**config.mk**
```make
export PLATFORM = sky130hd
export DESIGN_NAME = wide_add_sequencer
export DESIGN_NICKNAME = d
export VERILOG_FILES = /design/src/rtl/adder_pkg.sv /design/src/rtl/simple_carry_adder.sv /design/src/rtl/wide_add_sequencer.sv
export SDC_FILE = /design/constraint.sdc
export NUM_CORES = 1
export LEC_CHECK = 0
export ABC_AREA = 1
export CORE_MARGIN = 2
export CORE_UTILIZATION = 40
export CTS_CLUSTER_DIAMETER = 120
export DETAILED_ROUTE_END_ITERATION = 8
export GPL_TIMING_DRIVEN = 0
export HOLD_SLACK_MARGIN = 0.12
export PLACE_DENSITY_LB_ADDON = 0.1
export SLEW_MARGIN = 20
export SYNTH_ARGS = -nofsm -noshare
export SYNTH_HDL_FRONTEND = slang
export SYNTH_SLANG_ARGS = --single-unit
```
**constraint.sdc**
```tcl
create_clock -name clk -period 5.2 [get_ports clk]
set_clock_uncertainty 0.1 [all_clocks]
set_input_delay 0.78 -clock clk [delete_from_list [all_inputs] [get_ports clk]]
set_output_delay 0.78 -clock clk [all_outputs]
set_load 0.005 [all_outputs]
```
**src/rtl/adder_pkg.sv**
```systemverilog
// Shared definitions for the wide adder sequencer: state encoding and
// the slice-index width helper.
package adder_pkg;

   typedef enum logic [1:0] {
      IDLE = 2'b00,
      RUN  = 2'b01,
      DONE = 2'b10
   } state_t;

   // Slice index width; at least one bit so CHUNKS=1 still has a legal vector.
   function automatic int calc_idxw(input int chunks);
      int w;
      w = $clog2(chunks);
      if (w < 1) begin
         w = 1;
      end else begin
         w = w;
      end
      return w;
   endfunction

endpackage

```
**src/rtl/simple_carry_adder.sv**
```systemverilog
// Combinational WIDTH-bit adder with carry in and carry out; the single
// slice datapath shared across all slices of a wide operation.
module simple_carry_adder #(
   parameter int WIDTH = 8
) (
   input  logic [WIDTH-1:0] a,
   input  logic [WIDTH-1:0] b,
   input  logic             cin,
   output logic [WIDTH-1:0] sum,
   output logic             cout
);

   logic [WIDTH:0] total_s;

   // Widen every operand by one bit so the carry out lands in the top bit.
   always_comb begin
      total_s = {1'b0, a} + {1'b0, b} + {{WIDTH{1'b0}}, cin};
   end

   assign sum  = total_s[WIDTH-1:0];
   assign cout = total_s[WIDTH];

endmodule

```
**src/rtl/wide_add_sequencer.sv**
```systemverilog
// Multi-cycle wide adder: one WIDTH-bit adder is time-shared over CHUNKS
// slices, LSB slice first, with the carry held in a register between slices.
module wide_add_sequencer
   import adder_pkg::*;
#(
   parameter int WIDTH  = 8,
   parameter int CHUNKS = 4
) (
   input  logic                      clk,
   input  logic                      rst_n,
   input  logic                      in_valid,
   output logic                      in_ready,
   input  logic [WIDTH*CHUNKS-1:0]   a,
   input  logic [WIDTH*CHUNKS-1:0]   b,
   input  logic                      cin,
   output logic                      out_valid,
   input  logic                      out_ready,
   output logic [WIDTH*CHUNKS-1:0]   sum,
   output logic                      cout,
   output logic                      busy
);

   localparam int OPW  = WIDTH * CHUNKS;
   localparam int IDXW = calc_idxw(CHUNKS);
   localparam logic [IDXW-1:0] LAST_IDX = IDXW'(CHUNKS - 1);

   state_t            state_r;
   logic [IDXW-1:0]   idx_r;
   logic              carry_r;
   logic [OPW-1:0]    a_reg_r;
   logic [OPW-1:0]    b_reg_r;
   logic [OPW-1:0]    sum_r;
   logic              cout_r;

   logic [WIDTH-1:0]  slice_a_s;
   logic [WIDTH-1:0]  slice_b_s;
   logic [WIDTH-1:0]  slice_sum_s;
   logic              slice_cout_s;

   // Select the current slice of the latched operands for the shared adder.
   always_comb begin
      slice_a_s = a_reg_r[int'(idx_r)*WIDTH +: WIDTH];
      slice_b_s = b_reg_r[int'(idx_r)*WIDTH +: WIDTH];
   end

   simple_carry_adder #(.WIDTH(WIDTH)) u_adder (
      .a    (slice_a_s),
      .b    (slice_b_s),
      .cin  (carry_r),
      .sum  (slice_sum_s),
      .cout (slice_cout_s)
   );

   // Sequencer FSM: accept operands, walk the slices, hold the result until taken.
   always_ff @(posedge clk) begin
      if (!rst_n) begin
         state_r <= IDLE;
         idx_r   <= {IDXW{1'b0}};
         carry_r <= 1'b0;
         a_reg_r <= {OPW{1'b0}};
         b_reg_r <= {OPW{1'b0}};
         sum_r   <= {OPW{1'b0}};
         cout_r  <= 1'b0;
      end else begin
         case (state_r)
            IDLE: begin
               if (in_valid) begin
                  a_reg_r <= a;
                  b_reg_r <= b;
                  carry_r <= cin;
                  idx_r   <= {IDXW{1'b0}};
                  sum_r   <= {OPW{1'b0}};
                  state_r <= RUN;
               end
            end
            RUN: begin
               sum_r[int'(idx_r)*WIDTH +: WIDTH] <= slice_sum_s;
               carry_r <= slice_cout_s;
               if (idx_r == LAST_IDX) begin
                  cout_r  <= slice_cout_s;
                  idx_r   <= {IDXW{1'b0}};
                  state_r <= DONE;
               end else begin
                  idx_r <= idx_r + IDXW'(1);
               end
            end
            DONE: begin
               // Result is held until the consumer takes it; no new accept here.
               if (out_ready) begin
                  state_r <= IDLE;
               end
            end
            default: begin
               state_r <= IDLE;
               idx_r   <= {IDXW{1'b0}};
               carry_r <= 1'b0;
            end
         endcase
      end
   end

   // Handshake and status flags decode the state register only.
   always_comb begin
      in_ready  = (state_r == IDLE);
      out_valid = (state_r == DONE);
      busy      = (state_r != IDLE);
   end

   assign sum  = sum_r;
   assign cout = cout_r;

endmodule

```
**Word-level counts from Yosys, hierarchy flattened**

Index checks and enable logic that the tools add are counted.

- RAM bits: 0
- Register bits after elaboration: 102
- ROM bits: 0
- Output and inout bits: 36
- Latch bits: 0
- Logic and storage cells: 42
- Memories: 0

- Divide/modulo/power cells: 0
- Bitwise gates (word level): 1
- Add/sub/neg operators: 4
- Eq/ne operators: 6
- Magnitude comparators: 0
- Reductions and logical operators: 8
- Shift-type cells: 4
- Multiplexer cells: 12
- Multiply operators: 0

Operators with widths:

| operator | count |
|---|---|
| $pmux W32 S2 | 1 |
| $shiftx A32 B6 Y8 | 2 |
| $neg A5 Y33 | 1 |
| $shift A8 B33 Y32 const A | 1 |
| $shiftx A8 B33 Y32 | 1 |
| $bwmux W32 | 1 |
| $mux W32 | 1 |
| $pmux W2 S3 | 2 |
| $mux W2 | 5 |
| $add A8 B8 Y9 | 1 |
| $add A9 B1 Y9 | 1 |
| $reduce_and A2 Y1 | 4 |
| $eq A2 B2 Y1 const B | 2 |
| $ne A2 B2 Y1 const B | 2 |
| $reduce_bool A2 Y1 | 2 |
| $pmux W1 S3 | 1 |
| $reduce_and A3 Y1 | 1 |
| $add A2 B1 Y2 const B | 1 |
| $eq A2 B1 Y1 const B | 1 |
| $logic_not A2 Y1 | 1 |
| $ne A2 B1 Y1 const B | 1 |
| $mux W1 | 1 |
| $not A1 Y1 | 1 |

**Longest topological paths before layout**

Gate-level depths: netlist (run 1).

- Word-level depth: 6
- Depth in mapped cells: 16
- Mapped depth without buffers: 13

**Cells and area by module**

From an unflattened synthesis (run 1), not the netlist that was laid out.

- Cells, all modules: 670
- Area, all modules: 4819.6 µm²

By module, submodules not included:

| module | instances | cells each | sequential area each (µm²) | area each (µm²) |
|---|---|---|---|---|
| wide_add_sequencer | 1 | 611 | 2042.0 | 4435.5 |
| simple_carry_adder | 1 | 59 | 0.0 | 384.1 |

**Worst setup path after synthesis (run 1)**

OpenSTA, ideal clock, no wires.

- Path type: register to register
- Start point: register idx_r[0]
- End point: register cout_r (netlist: cout)
- Data required time: 4985 ps
- Arrival: 2424 ps
- Path buffers: 3
- Stages on the path, launching flop included: 17
- Period minus slack after synthesis: 2639 ps
- Setup slack: 2561 ps
- Path through: dfxtp_1 -> buf_6 -> inv_1 -> buf_2 -> buf_2 -> nor2_1 -> o22ai_1 -> fa_1 -> fa_1 -> nand2_1 -> nand2_1 -> nand3b_1 -> nand2_1 -> nand3_1 -> nand2_1 -> o21ai_0 -> inv_1

- Longest elaborated chain between the ends: 3
- Elaborated cells on any way between the ends: 6

Ends and longest elaborated chain:

| what | RTL line | RTL |
|---|---|---|
| from (decl) | wide_add_sequencer.sv:28 | `logic [IDXW-1:0] idx_r;` |
| from (signal assigned) | wide_add_sequencer.sv:58 | `idx_r <= {IDXW{1'b0}};` |
| from (signal assigned) | wide_add_sequencer.sv:71 | `idx_r <= {IDXW{1'b0}};` |
| from (signal assigned) | wide_add_sequencer.sv:81 | `idx_r <= {IDXW{1'b0}};` |
| $shiftx A32 B6 Y8 (on tied branches) | wide_add_sequencer.sv:42, wide_add_sequencer.sv:43 |  |
| $add A8 B8 Y9 | simple_carry_adder.sv:17 | `total_s = {1'b0, a} + {1'b0, b} + {{WIDTH{1'b0}}, cin};` |
| $add A9 B1 Y9 | simple_carry_adder.sv:17 |  |
| to (signal assigned) | wide_add_sequencer.sv:80 | `cout_r <= slice_cout_s;` |
| to (decl) | wide_add_sequencer.sv:33 | `logic cout_r;` |

Several ways; a longest one is shown, not always the timed one.
A chain may end at the register's enable or synchronous reset.

**Worst setup path in the final report (run 1)**

- Start point: register idx_r[0]
- End point: register sum_r[26] (netlist: sum[26])

- Longest elaborated chain between the ends: 6
- Elaborated cells on any way between the ends: 9

Ends and longest elaborated chain:

| what | RTL line | RTL |
|---|---|---|
| $shiftx A32 B6 Y8 (on tied branches) | wide_add_sequencer.sv:42, wide_add_sequencer.sv:43 |  |
| $add A8 B8 Y9 | simple_carry_adder.sv:17 |  |
| $add A9 B1 Y9 | simple_carry_adder.sv:17 |  |
| $shiftx A8 B33 Y32 | wide_add_sequencer.sv:77 | `sum_r[int'(idx_r)*WIDTH +: WIDTH] <= slice_sum_s;` |
| $bwmux W32 * | wide_add_sequencer.sv:77 |  |
| $pmux W32 S2 * | wide_add_sequencer.sv:65 | `case (state_r)` |
| to (signal assigned) | wide_add_sequencer.sv:62 | `sum_r <= {OPW{1'b0}};` |
| to (signal assigned) | wide_add_sequencer.sv:72 | `sum_r <= {OPW{1'b0}};` |
| to (signal, indexed assignment) | wide_add_sequencer.sv:77 |  |
| to (decl) | wide_add_sequencer.sv:32 | `logic [OPW-1:0] sum_r;` |

Every way passes the cells marked *; elsewhere a longest branch is shown, timed or not.

==> qor.yml, run 1 <==
final-max-slew-violation-count: 0
postSynthAreaPerCell_um2: 7.30
finalHoldViolations: 0
intPower_mw: 1.38
arrival_ns: 3.37
seqPwrFrac_pct: 44.4
drtIter0Drc: 193
core_area_um2: 11000
ant_nets: 0
row_count: 38
period_needed_ns: 3.20
crit_path_start: "idx_r[0]"
drc: 0
netlist_area_um2: 4560
critPathMostFrequentCell: "nor2_1"
cp_top_family: "adder cells"
pin_count: 105
cts_tree: "done"
multi_input_area_um2: 2200
tns_ns: 0
ctsResizeCount: 0
regArea_um2: 2040
clock-root-buffer: "clkbuf_16"
grt.total_usage_pct: 22.6
final-setup-viol-count: 0
synth.net_count: 706
required_ns: 5.38
tightest_slew_ns: 0.592
nFillCells: 1110
ys_types: 29
power_density_nw_per_um2: 320
start_util_pct: 41.5
switching_power_mw: 0.562
syn_inst: 624
wire_per_inst_um: 15.5
routed_wl_um: 13600
io_buffers: 104
post_cts_buffers: 0
clk_pin_slew_ns: 0.07
ctsHtreeMaxLevel: 3
power_leakage_nw: 2.41
vdd_drop_max_uv: 182
fin_util_pct: 55.3
crit_path_end_kind: "register"
min_path_type: "reg2reg"
period_share_pct: 61.5
gp_routability_congestion: 0.867
rsz0062_at_grt: "no"
path_buf_inv: 4
dp_hpwl_um: 10700
critPathMaxFanout: 10
grt_pass1_wl_um: 22000
clk_latency_ns: 0.34
swShare_pct: 28.9
ctsHoldBuffers: 0
grt_pass1_vias: 4409
dieWidth_um: 111
drt-pass1-iter-count: 4
crit_chain: "buf_6 > inv_1 > buf_2 > buf_2 > nor2_1 > o22ai_1 > fa_1 > fa_1 > xor2_1 > nand2_1 > nor2_1 > a22oi_1 > nor2_1"
reg2reg_from: "idx_r[0]"
pwr-share-comb_pct: 20.7
maxSlewHeadroom_pct: 60.5
gr-total-overflow: 0
crit_slowest_cell: "fa_1"
synth-seq-cells: 102
cp_slowest_stage_delay_ns: 0.46
ys_seq_area_share_pct: 44.8
antenna_found_initial: 0
avgViaCountPerCell: 5.10
vias: 4501
ys_warn_count: 0
worstSetupPathType: "reg2reg"
cts_max_path_buffers: 2
layout-drive-gt1-share_pct: 6.86
status: "completed"
layout.nets: 821
die_area_um2: 12300
crit_path_start_kind: "register"
area_growth_pct: 33.3
diodes: 0
max_cap_viol_count: 0
die-height_um: 111
hp-start: "sum[8]"
grt_max_degree: 17
p_clk_share_pct: 34.8
fmax_mhz: 313
numCtsBuffers: 9
numClockSinks: 102
-- Yosys cell counts, drive strengths merged --
cell,n,area [µm²]
nand3,14,70.1
ha,11,138
xnor2,1,8.76
nor2,174,678
a21oi,40,200
buf,19,144
dfxtp,102,2040
clkinv,1,3.75
or2,1,6.26
nand3b,1,7.51
inv,25,93.8
fa,2,40.0
nor3,3,37.5
clkbuf,18,67.6
nand2,84,333
a22oi,2,15.0
o21ai,99,495
o21a,1,7.51
o22ai,16,100
nand4,8,50.1
xor2,2,17.5
-- worst register-to-register path, stage by stage (launching register included) --
cell	delay (ns)
dfxtp_1	0.37
buf_6	0.17
inv_1	0.07
buf_2	0.19
buf_2	0.22
nor2_1	0.13
o22ai_1	0.13
fa_1	0.46
fa_1	0.42
xor2_1	0.45
nand2_1	0.09
nor2_1	0.15
a22oi_1	0.08
nor2_1	0.10
-- through the flow --
step	power (mW)	instances	setup WS [ns]	hold slack [ns]	instance area (µm²)
finish	1.94	883	2.00	0.366	6070
global route	2.03	883	1.84	0.383	6070
CTS	1.95	883	2.02	0.367	6070
detailed placement	1.28	868	2.04	0.356	5770
global placement	1.28	868	2.09	0.350	5770
floorplan	1.11	624	2.56	0.349	4560
-- final timing paths --
check,endpoint,slack [ns],depth (start not counted)
setup / recovery,sum[26],2.00,13
setup reg to reg,sum[26],2.00,13
hold reg to reg,sum[8],0.37,2
hold / removal,sum[8],0.37,2
-- cells by family after synthesis --
| family | count (synthesis) | share of synthesized area [%] |
|---|---|---|
| adders and majority gates | 13 | 3.90 |
| and+or+nand+nor | 285 | 26.0 |
| DFF | 102 | 44.8 |
| AOI/OAI and AO/OA | 158 | 18.0 |
| xor gates and xnor gates | 3 | 0.577 |
| buffers and inverters | 63 | 6.78 |
-- power groups by stage --
stage	logic [mW]	registers, mW	clock network (mW)
finish	0.403	0.863	0.677
global route	0.448	0.868	0.717
CTS	0.401	0.863	0.687
detailed placement	0.400	0.881	0
global placement	0.395	0.880	0
floorplan	0.242	0.869	0
-- metal layers --
metal,part of all wire [%],routed length [µm],track usage (%),up-vias
met4,2.4,333,7.83,0
met1,43,5820,26.8,2069
li1,-,-,-,2277
met2,50,6880,40.7,132
met5,0,0,0,-
met3,4.5,619,4.10,23
-- placed cells by master, fill, tap and decap left out, types with 2 or more instances in the layout --
cell type / n
nand4_1: 8
nor3_4: 2
buf_2: 10
nand3_1: 14
clkinv_4: 2
o21ai_0: 99
inv_1: 19
nor2_4: 3
clkbuf_16: 9
dfxtp_1: 102
fa_1: 2
nand2_2: 4
inv_2: 6
clkdlybuf4s50_1: 104
buf_6: 8
xor2_1: 2
a21oi_1: 40
nand2_1: 79
nor2_1: 170
ha_1: 11
a22oi_1: 2
clkbuf_1: 18
o22ai_1: 16
-- area by class of cell --
class / count / share of cell area (%)
inverters: 26 / 1.61
repair buffers: 104 / 17.1
clock buffers: 10 / 3.94
plain buffers: 37 / 3.48
clock inverters: 5 / 0.989
multi-input cells: 459 / 36.3
flip-flops and latches: 102 / 33.6
well taps: 140 / 2.89
-- sequential cells by signal (all words and copies together) (netlist names) --
signal	flops
b_reg_r	32
sum	32
idx_r	2
cout	1
a_reg_r	32
state_r	2
carry_r	1
(Power assumes the default switching activity.)
==> run 2: changes to the inputs <==
==> constraint.sdc (replaced) <==
create_clock -name clk -period 3.05 [get_ports clk]
set_clock_uncertainty 0.1 [all_clocks]
set_input_delay 0.4575 -clock clk [delete_from_list [all_inputs] [get_ports clk]]
set_output_delay 0.4575 -clock clk [all_outputs]
set_load 0.005 [all_outputs]
==> run 2 against run 1 <==
- cell count unchanged
- critical endpoint is now sum[22]
- highest routed layer unchanged
- non-clock buffer count did not move
- via count rose by 0.13%
- register-to-register slack worse by 1.8 ns
- first-iteration DRC count rose by 3.1%
- flip-flop and latch count did not move
==> qor.yml, run 2 (synthesis gave the netlist of run 1 again) <==
clk_pin_slew_ns: 0.07
worstSetupPathType: "reg2reg"
io_buffers: 104
grt_pass1_wl_um: 22100
drt-pass1-iter-count: 6
preCtsSetupSlack_ns: -0.113
ant_nets: 0
place_area_um2: 5770
hold_ws_ns: 0.366
cts_tree: "done"
min_path_type: "reg2reg"
routed_wl_um: 13500
crit_chain: "buf_6 > inv_1 > buf_4 > buf_6 > nor2_2 > o22ai_2 > fa_2 > fa_2 > nand2_1 > nand2_1 > nand3b_1 > nand2_1 > nand2_1 > nand2_2 > nand3_1 > a21oi_1"
cts_max_path_buffers: 2
period_needed_ns: 2.85
pin_count: 105
maxSlewHeadroom_pct: 59.5
diodes: 0
pwr-share-comb_pct: 21.3
antenna_found_initial: 0
die-height_um: 111
crit_path_start_kind: "register"
dp_hpwl_um: 10700
drtIter0Drc: 199
ctsHtreeMaxLevel: 3
crit_slowest_cell: "fa_2"
finalHoldViolations: 0
p_clk_share_pct: 34.5
vias: 4507
wire_per_inst_um: 15.3
cp_slowest_stage_delay_ns: 0.42
final_cell_mix: "nor2_1, clkdlybuf4s50_1, dfxtp_1"
drc: 0
switching_power_mw: 0.958
dieWidth_um: 111
arrival_ns: 2.95
tightest_slew_ns: 0.608
grt_max_degree: 17
power_leakage_nw: 2.44
avgViaCountPerCell: 5.10
core_area_um2: 11000
crit_path_end_kind: "register"
numCtsBuffers: 9
gr-total-overflow: 0
final-max-slew-violation-count: 0
seqPwrFrac_pct: 44.2
power_density_nw_per_um2: 543
start_util_pct: 41.5
swShare_pct: 28.8
critPathMostFrequentCell: "nand2_1"
required_ns: 3.15
intPower_mw: 2.37
clk_latency_ns: 0.34
final_common_cell: "nor2_1"
clock-root-buffer: "clkbuf_16"
vdd_drop_max_uv: 308
status: "completed"
layout.nets: 821
critPathMaxFanout: 10
numClockSinks: 102
post-route-cell-area_um2: 6130
row_count: 38
nFillCells: 1106
grt.total_usage_pct: 22.6
period_share_pct: 93.6
die_area_um2: 12300
layout-drive-gt1-share_pct: 8.88
tns_ns: 0
grt_pass1_vias: 4414
setup_ws_ns: 0.197
max_cap_viol_count: 0
rsz0062_at_grt: "no"
fmax_mhz: 350
fin_util_pct: 55.8
area_growth_pct: 34.6
final-setup-viol-count: 0
gp_routability_congestion: 0.867
## run 2: cell types whose count changed in the layout (fill, tap and decap cells not counted), moves of 2 or more
cell and delta:
buf_2 -3, clkbuf_1 -3, clkbuf_2 +4, dfxtp_1 -2, dfxtp_2 +2, fa_1 -2
fa_2 +2, nor2_1 -2, nor2_2 +2, xor2_1 -2, xor2_2 +2
## run 2: worst max-delay path: cells and delay by family (launching register included)
family          cells  cell delay [ns]
fa+ha+maj           2             0.80
flops               1             0.35
buf+inv             4             0.55
simple gates        8             0.73
compound gates      2             0.18
## run 2: per-stage QoR
stage / cells / power [mW]
global placement: 868 / 2.17
global route: 883 / 3.49
detailed placement: 868 / 2.18
floorplan: 624 / 1.89
finish: 883 / 3.33
CTS: 883 / 3.34
## run 2: final timing paths
kind	startpoint	end	slack [ns]	depth (start not counted)
worst max-delay path	idx_r[0]	sum[22]	0.20	16
worst min-delay path	sum[8]	sum[8]	0.37	2
worst max register to register	idx_r[0]	sum[22]	0.20	16
worst min register to register	sum[8]	sum[8]	0.37	2
## run 2: power groups by stage
stage	logic [mW]	registers, mW	clock network, mW
final	0.709	1.47	1.15
after global routing	0.791	1.48	1.22
after CTS	0.698	1.47	1.17
after detailed placement	0.682	1.50	0
after global placement	0.674	1.50	0
after floorplan	0.413	1.48	0
## run 2: layer usage
metal / vias up / routed length (µm) / GRT usage (%)
li1: 2272 / - / -
met1: 2086 / 5720 / 26.8
met2: 129 / 6830 / 40.9
met3: 20 / 681 / 4.10
met4: 0 / 310 / 7.83
met5: - / 0 / 0
## run 2: final cells by class
cell class | count | area, µm² | share of cell area [%]
Clock inverter | 5 | 60.1 | 0.980
Clock buffer | 10 | 239 | 3.90
Sequential cell | 102 | 2040 | 33.3
Inverter | 26 | 97.6 | 1.59
Tap cell | 140 | 175 | 2.86
Multi-Input combinational cell | 459 | 2250 | 36.6
Timing Repair Buffer | 104 | 1040 | 17.0
Buffer | 37 | 228 | 3.71
## run 2: timing repair
| item | CTS | global route |
|---|---|---|
| resized for setup | 4 | 21 |
| pin swaps | 0 | 1 |
| hold buffers | 0 | 0 |
| gates cloned | 0 | 0 |
| setup endpoints to repair | 12 | 18 |
| setup buffers | 0 | 0 |
